`config.mk`:
```
export PLATFORM = sky130hd
export DESIGN_NAME = bcd_serial_subtractor
export DESIGN_NICKNAME = d
export VERILOG_FILES = /design/src/rtl/bcd_serial_subtractor.sv
export SDC_FILE = /design/constraint.sdc
export NUM_CORES = 1
export LEC_CHECK = 0
export CORE_ASPECT_RATIO = 0.5
export CORE_MARGIN = 4
export CORE_UTILIZATION = 30
export DETAILED_ROUTE_END_ITERATION = 8
export SLEW_MARGIN = 20
export SYNTH_ARGS = -nofsm -noshare
export SYNTH_HDL_FRONTEND = slang
export SYNTH_SLANG_ARGS = --single-unit
```
`constraint.sdc`:
```
create_clock -name clk -period 8.9 [get_ports clk]
set_input_delay 1.78 -clock clk [delete_from_list [all_inputs] [get_ports clk]]
set_output_delay 1.78 -clock clk [all_outputs]
set_load 0.005 [all_outputs]
```
`src/rtl/bcd_serial_subtractor.sv`:
```
// Digit-serial BCD subtractor: A - B one digit per cycle, LSD first.
// A negative intermediate gets a second serial pass (0 - r) to return sign + magnitude.
module bcd_serial_subtractor #(
   parameter int DIGITS = 4
) (
   input  logic                  clk,
   input  logic                  reset,
   input  logic                  start,
   input  logic [4*DIGITS-1:0]   a,
   input  logic [4*DIGITS-1:0]   b,
   output logic                  busy,
   output logic                  done,
   output logic [4*DIGITS-1:0]   diff,
   output logic                  neg,
   output logic                  invalid
);
   localparam int W  = 4 * DIGITS;
   localparam int IW = (DIGITS > 1) ? $clog2(DIGITS) : 1;

   typedef enum logic [1:0] {IDLE, SUB, NEG, DONE} state_t;

   state_t         state;
   logic [W-1:0]   sa, sb, res;
   logic           borrow;
   logic [IW-1:0]  idx;

   logic           any_bad;
   logic [4:0]     t;
   logic [3:0]     dig;
   logic           borrow_nx;
   logic [W-1:0]   res_nx;
   logic           last;

   always_comb begin
      any_bad = 1'b0;
      for (int i = 0; i < DIGITS; i++)
         if (a[4*i +: 4] > 4'd9 || b[4*i +: 4] > 4'd9) any_bad = 1'b1;
   end

   // One digit step; t spans -10..9 so bit 4 is the sign of the 5-bit result.
   always_comb begin
      t         = {1'b0, sa[3:0]} - {1'b0, sb[3:0]} - {4'b0, borrow};
      borrow_nx = t[4];
      dig       = t[4] ? t[3:0] + 4'd10 : t[3:0];
      res_nx    = (res >> 4) | (W'(dig) << (W - 4));
      last      = (idx == IW'(DIGITS - 1));
   end

   always_ff @(posedge clk) begin
      if (reset) begin
         state   <= IDLE;
         sa      <= '0;
         sb      <= '0;
         res     <= '0;
         borrow  <= 1'b0;
         idx     <= '0;
         busy    <= 1'b0;
         done    <= 1'b0;
         diff    <= '0;
         neg     <= 1'b0;
         invalid <= 1'b0;
      end else begin
         case (state)
            IDLE: if (start) begin
               sa      <= a;
               sb      <= b;
               res     <= '0;
               borrow  <= 1'b0;
               idx     <= '0;
               diff    <= '0;
               neg     <= 1'b0;
               invalid <= any_bad;
               if (any_bad) begin
                  done  <= 1'b1;
                  state <= DONE;
               end else begin
                  busy  <= 1'b1;
                  state <= SUB;
               end
            end
            SUB, NEG: begin
               sa     <= sa >> 4;
               sb     <= sb >> 4;
               res    <= res_nx;
               borrow <= borrow_nx;
               idx    <= idx + IW'(1);
               if (last) begin
                  if (state == SUB && borrow_nx) begin
                     // Re-run the chain as 0 - intermediate to recover the magnitude.
                     neg    <= 1'b1;
                     sa     <= '0;
                     sb     <= res_nx;
                     res    <= '0;
                     borrow <= 1'b0;
                     idx    <= '0;
                     state  <= NEG;
                  end else begin
                     diff  <= res_nx;
                     busy  <= 1'b0;
                     done  <= 1'b1;
                     state <= DONE;
                  end
               end
            end
            DONE: begin
               done  <= 1'b0;
               state <= IDLE;
            end
            default: state <= IDLE;
         endcase
      end
   end
endmodule

```
== Word-level counts from Yosys, hierarchy flattened ==
Cells that the tools add are included.

* Register bits after elaboration: 73
* Latch bits: 0
* Bits in writable memories: 0
* Bits in read-only memories: 0
* Input bits: 35
* Word-level logic and storage cells: 95
* Memories kept: 0

* Add/subtract/negate cells: 4
* $mul: 0
* Divide/modulo/power cells: 0
* Magnitude comparators: 8
* Equal/unequal tests: 10
* Shift operators: 0
* Muxes and demuxes: 46
* Bitwise gates (word level): 1
* Reductions and logical operators: 15

{| class="wikitable"
|+ Operators with widths
! kind !! count
|-
| 2-to-1 mux 16 bit || 9
|-
| case mux 16 bit (2 select lines) || 4
|-
| > comparator 4 bit, second input constant || 8
|-
| 2-to-1 mux 12 bit || 2
|-
| 2-to-1 mux 1 bit || 18
|-
| OR 12 x 16 -> 16 bit || 1
|-
| 2-to-1 mux 2 bit || 6
|-
| != test 2 bit, second input constant || 6
|-
| AND reduction 4 bit || 3
|-
| == test 2 bit, second input constant || 3
|-
| case mux 1 bit (2 select lines) || 3
|-
| case mux 2 bit (3 select lines) || 1
|-
| AND reduction 2 bit || 3
|-
| AND reduction 5 bit || 1
|-
| subtractor 4 x 4 -> 5 bit || 1
|-
| subtractor 5 x 1 -> 5 bit || 1
|-
| adder 4 bit, second input constant || 1
|-
| logical OR 1 bit || 4
|-
| 2-to-1 mux 4 bit || 1
|-
| case mux 2 bit (2 select lines) || 1
|-
| case mux 1 bit (3 select lines) || 1
|-
| adder 2 x 1 -> 2 bit, second input constant || 1
|-
| == test 2 x 1 -> 1 bit, second input constant || 1
|-
| logical NOT 2 bit || 1
|-
| 3 further kinds || 3
|}

== Longest topological paths before layout ==
* Word-level depth: 9
* Gate-level depth with buffers: 13
* Mapped depth without buffers: 13

== Worst setup path after synthesis ==
OpenSTA, ideal clock, no wires.

* Path type: input -> register
* Start point: in start
* End point: reg busy
* Library setup time: 0.121 ns
* Arrival: 2.802 ns
* Data required time: 8.779 ns
* Path slack: 5.977 ns
* Stages on the path: 5
* Path buffers: 0
* Cells stage by stage: nand2b_1 > o211ai_1 > nand3b_2 > nor2b_1 > mux2_2

* Word-level cells in the longest chain between the ends: 2

{| class="wikitable"
|+ RTL lines
! element !! RTL line !! source
|-
| from (decl) || 8 || <nowiki>input logic start,</nowiki>
|-
| != test 2 bit (no source line) || -- ||
|-
| AND reduction 5 bit (no source line) || -- ||
|-
| to (signal assigned) || 57 || <nowiki>busy <= 1'b0;</nowiki>
|-
| to (signal assigned) || 77 || <nowiki>busy <= 1'b1;</nowiki>
|-
| to (signal assigned) || 99 || <nowiki>busy <= 1'b0;</nowiki>
|-
| to (decl) || 11 || <nowiki>output logic busy,</nowiki>
|}

Every way passes these cells.
A chain may end at the register's enable or synchronous reset.

== Worst setup path after layout ==
* Start point: in start
* End point: reg diff[12]

* Word-level cells in the longest chain between the ends: 2

{| class="wikitable"
|+ RTL lines
! element !! RTL line !! source
|-
| != test 2 bit (no source line) || -- ||
|-
| AND reduction 4 bit (no source line) || -- ||
|-
| to (signal assigned) || 98 || <nowiki>diff <= res_nx;</nowiki>
|-
| to (decl) || 13 || <nowiki>output logic [4*DIGITS-1:0] diff,</nowiki>
|}

Every way passes these cells.

==> results.toml <==
[run_status]
status = "completed"

[pwr]
p_comb_frac = 0.522
power_frac_seq = 0.266
vdd.ir_drop.worst_uv = 134
swShare = 0.457
power.switching_mw = 0.756
p_leak_nw = 1.55
clkPwrFrac = 0.212
power_density_mw_per_mm2 = 380
p_int_mw = 0.899

[routing]
via_per_inst = 5.41
drc_errors = 0
drtIter0Drc = 394
routed_wl_um = 9670
drt_pass1_iterations = 6
wire_per_inst_um = 16.6
ant_nets = 0
vias = 3154

[global_route]
grt_pass1_vias = 2869
grt-ovfl-total = 0
grt_start_max_net_pins = 67
antenna_found_initial = 0
track_usage = 0.142
grt_pass1_wl_um = 15300

[final_layout]
final_nets = 480
fillCellCount = 1109
area_growth_pct = 26.0
antenna_cells = 0
drive_above_1_share = 0.0708

[timing]
timing.hold.ws_ns = 0.475
hold_violations = 0
fin_skew_ns = 0.0117
setup_viol = 0
worstMarginPinSlew_ns = 0.808
finalSetupTns_ns = 0
post-route-min-period_ns = 3.54
fmax_mhz = 282
finalMaxSlewViolations = 0
rsz0062_at_grt = "no"
finalCritPeriodShare = 0.398
max_slew_margin = 0.461

[clock_tree]
clockRootBuffer = "clkbuf_16"
clkSinkCount = 69
clockBufferDepth = 2
tritoncts = "built"
clk_pin_slew_worst_paths_ns = 0.06
cts_setup_buffers = 0
htree_num_levels = 3
cts_buffers = 9
clk_latency_ns = 0.34
post_cts_resized = 0
hold_buffers = 0

[synth]
yosysWarnings = 0
syn_inst = 392
synth-main-ff-cell = "dfxtp_1"
ys_ff_latch = 69
ys_seq_area_frac = 0.400
synth_edf_count = 0
syn-num-nets = 439
synth_area_mm2 = 0.00345
ys_types = 54
synthArstFlopShare = 0
synth.avg_cell_area_um2 = 8.81

[floorplanning]
core_mm2 = 0.0111
io_pins = 55
die-area_mm2 = 0.0134
start_util = 0.311
die_w_um = 160
num_rows = 27
die_h_um = 83.9

[critical_path]
arrival_ns = 3.80
crit_path_start_kind = "input port"
end_kind = "register"
reg2reg_to = "sb[15]"
reg2reg_from = "sb[0]"
r2r_cells = 13
worstPathRequired_ns = 9.15
cp_max_fo = 18
reg2reg_slack_ns = 5.52
worstSetupPathType = "input port to register"

[job]
drv_cap = 0

[placed_design]
numPortBuffers = 54
place_hpwl_um = 6690
place.gp.congestion = 0.812

[min_path]
hold_depth = 2
min_to = "diff[12]"
holdCritPathClass = "register to register"
hold_start = "diff[12]"
cell families (layout without fill, tap and decap cells):
kind of cell / after synthesis / in the layout / share of synthesized area
buffers and inverters: 43 / 89 / 0.0594
DFF: 69 / 69 / 0.400
muxes: 15 / 15 / 0.0442
adders and majority gates: 12 / 12 / 0.0456
xor gates and xnor gates: 6 / 6 / 0.0152
and+or+nand+nor: 114 / 114 / 0.161
AOI/OAI and AO/OA: 133 / 133 / 0.275
final cells by class:
class                           instances  area, um2  area share
Tap cell                              145        181      0.0417
Sequential cell                        69       1380       0.317
Timing Repair Buffer                   59        573       0.132
Clock buffer                            9        225      0.0517
Inverter                               14       52.6      0.0121
Clock inverter                          7       72.6      0.0167
Multi-Input combinational cell        280       1870       0.429
critical path, cell delays in order:
cell and delay, ns:
clkdlybuf4s50_1 0.51, nand2b_1 0.23, o211ai_1 0.14, nand3b_2 0.50
or3b_1 0.48, a21oi_1 0.15
layout by cell type (no fill, tap or decap), types with 13 or more instances in the layout:
master,n
dfxtp_1,69
nor2_1,54
clkdlybuf4s50_1,53
a22oi_1,26
o21ai_0,26
a21oi_1,21
nand2_1,14
inv_1,13
mux2i_1,13
metrics by stage:
stage	setup slack [ns]	utilization	total power, mW	std cells	instance area, um2
floorplan	5.98	-	1.08	392	3450
global placement	5.10	0.365	1.30	567	4060
detailed placement	5.01	0.365	1.30	567	4060
CTS	5.35	0.392	1.66	583	4350
global route	5.13	0.392	1.77	583	4350
finish	5.36	0.392	1.65	583	4350
per-layer routing:
metal / global-route usage / wire length (um) / up-vias
li1: - / - / 1555
met1: 0.205 / 4800 / 1504
met2: 0.206 / 4160 / 84
met3: 0.0355 / 544 / 11
met4: 0.0441 / 155 / 0
met5: 0 / 0 / -
Yosys cell counts (all sizes together) (4+ instances only):
library cell   n  area, um2
buf           16        104
clkbuf        13       48.8
a222oi        12        120
and3          12       75.1
a22oi         27        208
nor2b          5       31.3
mux2i         13        130
nand2b         4       25.0
dfxtp         69       1380
a211oi         6       50.1
nand2         14       52.6
nor2          54        203
a21o           4       30.0
ha            11        138
o21ai         31        166
o22ai         12       75.1
a21oi         21        105
nand3          8       40.0
nand4          6       37.5
inv           13       48.8
power by group through the flow:
| stage | clock (mW) | sequential (mW) | combinational [mW] |
|---|---|---|---|
| 2_1_floorplan | 0 | 0.427 | 0.650 |
| 6_report | 0.351 | 0.440 | 0.864 |
| 3_5_place_dp | 0 | 0.446 | 0.854 |
| 4_1_cts | 0.357 | 0.439 | 0.861 |
| 3_3_place_gp | 0 | 0.444 | 0.851 |
| 5_1_grt | 0.370 | 0.449 | 0.954 |
state kept, by name (all words and copies together) (netlist names):
signal,count
neg,1
diff,16
borrow,1
sb,16
state,2
idx,2
busy,1
done,1
invalid,1
res,12
sa,16
worst max path at each step:
stage           from       end  slack (ns)  cells after the start
3_5_place_dp   start  diff[12]        5.01                      6
4_1_cts        start  diff[12]        5.35                      6
3_3_place_gp   start      busy        5.10                      6
2_1_floorplan  start      busy        5.98                      5
6_report       start  diff[12]        5.36                      6
5_1_grt        start  diff[12]        5.13                      6
No activity file was read; power rests on OpenSTA's default activity.
